===== src/rtl/stopwatch_ctrl.sv =====
// Stopwatch sequencer: debounces start and lap buttons, runs the IDLE/RUN/LAP/PAUSE
// state machine and keeps a four-digit BCD SS.hh count for the display scanner.
module stopwatch_ctrl #(
    parameter int DEB_LEN = 4,
    parameter int SEC_MAX = 59
) (
    input  logic        clk,
    input  logic        rst_n,
    input  logic        tick_100hz,
    input  logic        btn_start,
    input  logic        btn_lap,
    output logic [15:0] disp_bcd,
    output logic        running,
    output logic        lap_active,
    output logic        wrap
);

    localparam logic [3:0] SEC_MAX_T = 4'(SEC_MAX / 10);
    localparam logic [3:0] SEC_MAX_O = 4'(SEC_MAX % 10);

    typedef enum logic [1:0] {
        IDLE  = 2'd0,
        RUN   = 2'd1,
        LAP   = 2'd2,
        PAUSE = 2'd3
    } state_t;

    // Returns {carry, next digit}; any value of 9 or above rolls to 0.
    function automatic logic [4:0] digit_inc(input logic [3:0] d);
        if (d >= 4'd9) return {1'b1, 4'd0};
        return {1'b0, d + 4'd1};
    endfunction

    // Returns {wrap, next count} for one 0.01 s step of the SS.hh count.
    function automatic logic [16:0] bcd_step(input logic [15:0] c);
        logic [4:0] ho;
        logic [4:0] ht;
        logic [4:0] so;
        logic [3:0] st;
        if (c[15:12] == SEC_MAX_T && c[11:8] == SEC_MAX_O && c[7:0] == 8'h99)
            return {1'b1, 16'h0000};
        ho = digit_inc(c[3:0]);
        ht = ho[4] ? digit_inc(c[7:4])  : {1'b0, c[7:4]};
        so = ht[4] ? digit_inc(c[11:8]) : {1'b0, c[11:8]};
        st = so[4] ? ((c[15:12] >= 4'd9) ? 4'd0 : c[15:12] + 4'd1) : c[15:12];
        return {1'b0, st, so[3:0], ht[3:0], ho[3:0]};
    endfunction

    logic [1:0]         btn_raw;
    logic [1:0]         meta_p0;
    logic [1:0]         sync_p1;
    logic               vld_p0;
    logic               vld_p1;
    logic [DEB_LEN-1:0] deb_sh   [2];
    logic [DEB_LEN-1:0] sh_next  [2];
    logic [1:0]         deb_lvl;
    logic [1:0]         deb_lvl_q;
    logic [1:0]         armed;
    logic [1:0]         press;
    logic               start_pulse;
    logic               lap_pulse;

    state_t             state;
    state_t             state_nxt;
    logic               lap_capture;
    logic               cnt_clear;
    logic               count_en;
    logic [16:0]        cnt_step;
    logic [15:0]        cnt_p0;
    logic [15:0]        lap_p0;

    assign btn_raw = {btn_lap, btn_start};

    always_comb begin
        for (int i = 0; i < 2; i++) begin
            sh_next[i] = {deb_sh[i][DEB_LEN-2:0], sync_p1[i]};
        end
    end

    // Synchronizer and debounce stage. vld_p1 marks when sync_p1 holds a real
    // post-reset sample, so a button held through reset never arms its press.
    always_ff @(posedge clk or negedge rst_n) begin
        if (!rst_n) begin
            meta_p0   <= '0;
            sync_p1   <= '0;
            vld_p0    <= 1'b0;
            vld_p1    <= 1'b0;
            deb_lvl   <= '0;
            deb_lvl_q <= '0;
            armed     <= '0;
            for (int i = 0; i < 2; i++) begin
                deb_sh[i] <= '0;
            end
        end else begin
            meta_p0   <= btn_raw;
            sync_p1   <= meta_p0;
            vld_p0    <= 1'b1;
            vld_p1    <= vld_p0;
            deb_lvl_q <= deb_lvl;
            if (tick_100hz) begin
                for (int i = 0; i < 2; i++) begin
                    deb_sh[i] <= sh_next[i];
                    if (&sh_next[i]) begin
                        deb_lvl[i] <= 1'b1;
                    end else if (sh_next[i] == '0) begin
                        deb_lvl[i] <= 1'b0;
                        if (vld_p1) armed[i] <= 1'b1;
                    end
                end
            end
        end
    end

    assign press       = deb_lvl & ~deb_lvl_q & armed;
    assign start_pulse = press[0];
    assign lap_pulse   = press[1];

    always_ff @(posedge clk or negedge rst_n) begin
        if (!rst_n) state <= IDLE;
        else        state <= state_nxt;
    end

    // Start has priority over lap whenever both pulses land together.
    always_comb begin
        state_nxt   = state;
        lap_capture = 1'b0;
        cnt_clear   = 1'b0;
        case (state)
            IDLE: begin
                if (start_pulse) state_nxt = RUN;
            end
            RUN: begin
                if (start_pulse) begin
                    state_nxt = PAUSE;
                end else if (lap_pulse) begin
                    state_nxt   = LAP;
                    lap_capture = 1'b1;
                end
            end
            LAP: begin
                if (start_pulse)    state_nxt = PAUSE;
                else if (lap_pulse) state_nxt = RUN;
            end
            PAUSE: begin
                if (start_pulse) begin
                    state_nxt = RUN;
                end else if (lap_pulse) begin
                    state_nxt = IDLE;
                    cnt_clear = 1'b1;
                end
            end
            default: state_nxt = IDLE;
        endcase
    end

    assign count_en = tick_100hz && (state == RUN || state == LAP);
    assign cnt_step = bcd_step(cnt_p0);

    // Count stage: the latch samples the pre-increment count.
    always_ff @(posedge clk or negedge rst_n) begin
        if (!rst_n) begin
            cnt_p0 <= '0;
            lap_p0 <= '0;
            wrap   <= 1'b0;
        end else begin
            if (cnt_clear)     cnt_p0 <= '0;
            else if (count_en) cnt_p0 <= cnt_step[15:0];
            if (lap_capture)   lap_p0 <= cnt_p0;
            wrap <= count_en & cnt_step[16];
        end
    end

    // Output stage.
    always_ff @(posedge clk or negedge rst_n) begin
        if (!rst_n) begin
            disp_bcd   <= '0;
            running    <= 1'b0;
            lap_active <= 1'b0;
        end else begin
            disp_bcd   <= (state == LAP) ? lap_p0 : cnt_p0;
            running    <= (state == RUN) || (state == LAP);
            lap_active <= (state == LAP);
        end
    end

endmodule

===== config.mk =====
export PLATFORM = sky130hd
export DESIGN_NAME = stopwatch_ctrl
export DESIGN_NICKNAME = d
export VERILOG_FILES = /design/src/rtl/stopwatch_ctrl.sv
export SDC_FILE = /design/constraint.sdc
export NUM_CORES = 1
export LEC_CHECK = 0
export CAP_MARGIN = 40
export CORE_ASPECT_RATIO = 0.9
export CORE_UTILIZATION = 62
export DETAILED_ROUTE_END_ITERATION = 7
export MAX_ROUTING_LAYER = met4
export PLACE_DENSITY = 0.84
export REMOVE_ABC_BUFFERS = 1
export SETUP_SLACK_MARGIN = 0.2
export SYNTH_ARGS = -nofsm -noshare
export SYNTH_HDL_FRONTEND = slang
export SYNTH_SLANG_ARGS = --single-unit

===== constraint.sdc =====
create_clock -name clk -period 4.3 [get_ports clk]
set_clock_uncertainty 0.05 [all_clocks]
set_input_delay 0.86 -clock clk [delete_from_list [all_inputs] [get_ports clk]]
set_output_delay 0.86 -clock clk [all_outputs]
set_load 0.02 [all_outputs]

==> metrics, run 1 <==
status finished, final reports clean; Top Ports 24; top_reg_cell synth dfrtp_1; number of synthesized flops with an enable pin 0; htree depth 3; period utilization 60.27%; pre-CTS worst setup slack 1381 ps; Critical Path Max Stage Delay 770 ps; vias 2100; Detailed Route Iter0 Violations 83; drt total wl 5.575 mm; post-cts hold buffer count 0; ys async rst share 100.0%; Die Area between 5000 and 6000 um2; type of destination of the critical path flip-flop; yosys warns 0; Max Cap Violations 0; DRC viols 0; vias per cell roughly 5.7; Worst Path Required 4530 ps; crit path DAT 2820 ps; ANT nets after route 0; fin util 73.71%; final setup vio count 0; Buf/Inv on CP 1; sequential cell area fraction in the yosys report 57.05%; relative slew slack 48.30%; worst min path class flip-flop to flip-flop; nets@finish 320; std cell rows 24; Peak Freq 385.8 MHz; #FFs+latches synth between 70 and 80; initial antenna violation count 0; Hold WS 300.6 ps; first-pass GRT wire length 10.03 mm; clk slew on worst S/H paths 70 ps; RSZ-0062 raised after global routing no; fraction of layout cells with a size suffix above 1 between 10 and 15%; setup TNS 0 ps; grt ovf 0; largest net degree at the start of global routing between 40 and 50; vias in the first global route 2184; Power per Cell Area 563.3 nW/um2; Slew Viols, Final 0; CORE AREA 4835 um2; Syn Inst Count 270; critical path, cell by cell clkdlybuf4s50_1 > nand2_1 > nor4_1 > and2_1 > mux2_2; hpwl dp ~3.8 mm; Initial Util between 60% and 70%; diode count 0; IR Drop Worst-Case VDD 0.3518 mV; critical path type input port to flip-flop; PortBufs 23; gpl congestion between 0.8 and 0.9; Wirelength per Cell around 15 um; synth cell count leaders dfrtp_1 (71), nand2_1 (35), o21ai_0 (27); Pre-Repair DR Iteration Count 4; Final min period about 2600 ps; slew of the pin with the lowest slew margin roughly 770 ps; critical path peak fanout 14; total track usage between 20 and 30%; slowest stage cell, crit path clkdlybuf4s50_1; Post-CTS Setup Bufs 0; cell accounting for the most synthesized area dfrtp_1; P&R area growth vs syn 14.42%; top-count cell post-synth dfrtp_1; CTS buffer count 9; Netlist cell types 47; TritonCTS sink count 71; clk buf depth 2; CTS tree built; CP top delay family simple AND/OR/NAND/NOR gates; Clk Latency, worst-skew pair 340 ps; Mapped Area 3114 um2; root buf cell clkbuf_8; crit path launch type input port; Die Width roughly 77 um; Hold Fails Final Rpt 0; top-area cell type share of the netlist area 57.05%; syn_area_per_cell 11.53 um2; Setup WS post-layout 1708 ps; post-cts sizing count 0; LEAKAGE 1.620 nW; top cells by area, synth dfrtp_1 (57%), mux2_2 (7.6%), ha_1 (6.8%); die height 69.24 um
-- cells by family (layout without fill, tap and decap cells) --
group / Yosys count / count (layout) / share of synthesized area, %
and+or+nand+nor: 77 / 77 / 13.50
DFF: 71 / 71 / 57.05
AOI/OAI and AO/OA: 61 / 61 / 11.85
muxes: 22 / 22 / 7.915
buffers and inverters: 21 / 53 / 2.732
adders and majority gates: 17 / 17 / 6.830
other: 1 / 1 / 0.1204
-- state kept, by name, indices dropped and copies added, names as in the netlist --
signal and flops:
armed 2, cnt_p0 16, deb_lvl 2, deb_lvl_q 2, deb_sh 6, disp_bcd 16
lap_active 1, lap_p0 16, meta_p0 2, running 1, state 2, sync_p1 2
vld_p0 1, vld_p1 1, wrap 1
-- layout make-up --
| class | count | area (um2) |
|---|---|---|
| clock buffer | 11 | 141.4 |
| clock inverter | 4 | 22.52 |
| fill | 348 | 1271 |
| inverter | 13 | 48.80 |
| multi-input combinational | 178 | 1252 |
| sequential | 71 | 1777 |
| tap | 65 | 81.33 |
| timing repair buffer | 25 | 240.2 |
-- metrics by stage --
| stage | cell area (um2) | cells | power [mW] |
|---|---|---|---|
| floorplan | 3078 | 262 | 1.329 |
| global placement | 3400 | 352 | 1.531 |
| detailed placement | 3400 | 352 | 1.571 |
| CTS | 3563 | 367 | 2.022 |
| global route | 3563 | 367 | 2.147 |
| finish | 3563 | 367 | 2.007 |
-- per-layer routing --
metal,vias up,share of wire [%],GRT usage [%]
met1,1031,47,32.84
met4,0,0.74,8.761
met3,5,5.0,9.474
met5,-,0,-
met2,55,48,38.99
li1,1009,-,-
-- placed cells by master, fill, tap and decap left out, drive strengths merged, types with 4 or more instances in the layout --
| cell type | instances |
|---|---|
| a21o | 4 |
| a21oi | 8 |
| a31oi | 4 |
| clkbuf | 11 |
| clkdlybuf4s50 | 22 |
| dfrtp | 71 |
| ha | 17 |
| inv | 13 |
| mux2 | 21 |
| nand2 | 35 |
| nor2 | 9 |
| nor3b | 4 |
| o21ai | 29 |
-- power by group --
group          switching (mW)  leakage, nW  internal (mW)
clock                   0.228       0.0850          0.219
combinational           0.345        0.625          0.277
sequential              0.118        0.909          0.821
total                   0.691         1.62           1.32
-- path summary, 6_finish.rpt --
check                           depth (start not counted)    endpoint  startpoint  slack (ps)
worst max-delay path                                    5   cnt_p0[8]  tick_100hz        1710
worst min-delay path                                    0      vld_p1      vld_p0         300
worst max register to register                          7   cnt_p0[8]   cnt_p0[1]        2080
worst min register to register                          0      vld_p1      vld_p0         300
max in group asynchronous                               2  lap_active       rst_n        2750
min in group asynchronous                               1  lap_p0[13]       rst_n         480
(Power assumes the default switching activity.)
==> run 2: changes to the inputs <==
CORE_UTILIZATION = 52   (was 62)
PLACE_DENSITY = 0.75   (was 0.84)
clock period = 2.3 ns   (was 4.3 ns; I/O delays follow)
==> run 2 against run 1 <==
Worst hold slack got worse by 290 ps; via count rose by 0.33%; sequential share of layout area fell by 2.6 points; global-route usage fell by 4.9 points; clock power rose by 140%; first-iteration DRC count rose by 46%; routed wire length rose by 4.2%; cell count rose by 3.5%; register-to-register slack got worse by 1800 ps; critical path depth rose by 2; setup slack got worse by 1400 ps; sequential cell count did not move; critical path type is now flip-flop to flip-flop; largest power group unchanged; highest routed layer unchanged.
==> metrics, run 2 (synthesis gave the netlist of run 1 again) <==
clk slew on worst S/H paths 70 ps (about the same); Fillers 432 (+24%); crit path DAT 2210 ps (-610 ps); RSZ-0062 raised after global routing yes; Top Registers cnt_p0 (16), disp_bcd (16), lap_p0 (16); P&R area growth vs syn 20.73%; Die Area 6303 um2 (+19%); Slew Viols, Final 0 (unchanged); CTS buffer count 9 (unchanged); Pre-Repair DR Iteration Count 4 (unchanged); nets@finish 327 (+2.2%); Setup WS post-layout 266.4 ps (-1442 ps); slew of the pin with the lowest slew margin 592.0 ps (-181.6 ps); critical path, cell by cell inv_2 > ha_1 > nand4b_1 > nor4_4 > or2_4 > o21ai_1 > mux2_2; die height 75.42 um (+8.9%); most frequent cells in the layout dfrtp_1 (70), nand2_1 (35), o21ai_0 (27); hpwl dp 3.849 mm (+0.52%); Max Cap Violations 0 (unchanged); reg2reg setup slack 270 ps (-1810 ps); post-route cell area 3760 um2 (+5.5%); relative slew slack 60.39% (+12 points); htree depth 3 (unchanged); Peak Freq 491.7 MHz; crit path from cnt_p0[13]; setup TNS 0 ps (unchanged); PortBufs 23 (unchanged); clk buf depth 2 (unchanged); fin util 65.67% (-8.0 points); critical path peak fanout 4 (-10); vias 2107 (+0.33%); CTS tree built; drt total wl 5.808 mm (+4.2%); DRC viols 0 (unchanged); placed cell count 362 (+2.8%); r2r endpoint cnt_p0[8]; Placed Instance Area 3456 um2 (+1.7%); status finished, final reports clean; critical path type flip-flop to flip-flop; gpl congestion 0.8448 (-4.0%); fraction of layout cells with a size suffix above 1 21.29% (+6.4 points); Layout Cells excl Fill 380 (+3.5%); Detailed Route Iter0 Violations 121 (+46%); CORE AREA 5725 um2 (+18%); IR Drop Worst-Case VDD 0.8161 mV (+130%); vias per cell 5.545 (-3.1%); LEAKAGE 1.708 nW (+5.5%); Die Width 83.58 um (+9.0%); Worst Reg-to-Reg Cells 7 (unchanged); TritonCTS sink count 71 (unchanged); Worst Path Required 2480 ps (-2050 ps); Power Total 4.078 mW (+100%); final setup vio count 0 (unchanged); total track usage 21.02% (-4.9 points); R2R Path Start cnt_p0[13]; Wirelength per Cell 15.28 um (+0.62%); FF/Latch Area 1778 um2 (about the same); ANT nets after route 0 (unchanged); period utilization 88.42%; std cell rows 26 (+8.3%); crit path launch type flip-flop; pre-CTS worst setup slack 159.3 ps (-1222 ps); Clk Latency, worst-skew pair 340 ps (about the same); grt ovf 0 (unchanged); commonest non-fill, non-tap cell in the layout dfrtp_1; root buf cell clkbuf_8; Multi-input gate area 1300 um2 (+3.8%); Critical Path Max Stage Delay 430 ps (-340 ps); vias in the first global route 2010 (-8.0%); largest net degree at the start of global routing 34 (-23%); Power per Cell Area 1085 nW/um2 (+93%); Initial Util 54.39% (-10 points); worst min path class input port to asynchronous set/reset pin; Final min period 2034 ps; slowest stage cell, crit path dfrtp_1; diode count 0 (unchanged); Hold Fails Final Rpt 0 (unchanged); first-pass GRT wire length 9.777 mm (-2.5%); initial antenna violation count 0 (unchanged); Hold WS 7.373 ps (-293.3 ps); Top Ports 24 (unchanged); type of destination of the critical path flip-flop
[run 2: report_power, final]
| part | leakage (nW) | switching (mW) | internal [mW] |
|---|---|---|---|
| Clock | 0.119 | 0.445 | 0.647 |
| Sequential | 0.908 | 0.210 | 1.53 |
| Combinational | 0.681 | 0.678 | 0.563 |
[run 2: worst max path at each step]
stage                 endpoint  slack, ps  cells past startpoint
detailed placement  cnt_p0[11]        160                      7
finish               cnt_p0[8]        270                      7
CTS                  cnt_p0[4]        200                      7
global placement     cnt_p0[8]        290                      7
floorplan             state[0]        330                      7
global route        cnt_p0[13]        180                      6
[run 2: what timing repair did]
action                     in CTS  in global routing
setup buffers                   0                  2
setup endpoints to repair       4                 13
pin swaps                       0                  6
hold buffers                    0                  0
resized for setup               2                 13
[run 2: area by class of cell]
class	instances	share of cell area (%)
Timing Repair Buffer	32	8.453
Inverter	13	1.298
Sequential cell	71	47.29
Clock inverter	2	0.9318
Clock buffer	14	5.125
Multi-Input combinational cell	178	34.58
Tap cell	70	2.329
[run 2: metal layers]
metal | GRT usage [%] | vias up | part of all wire, %
met1 | 27.40 | 1038 | 47
met4 | 7.533 | 0 | 1.8
met5 | - | - | 0
met2 | 31.35 | 40 | 47
li1 | - | 1020 | -
met3 | 6.826 | 9 | 4.0
[run 2: critical path, delay by kind of cell, from the launching register on]
kind / cells / cell delay (ps)
AND/OR/NAND/NOR: 3 / 790
flip-flops: 1 / 430
multiplexers: 1 / 290
adder cells (fa/ha/maj): 1 / 190
buffers and inverters: 1 / 90
AO/OA/AOI/OAI: 1 / 90
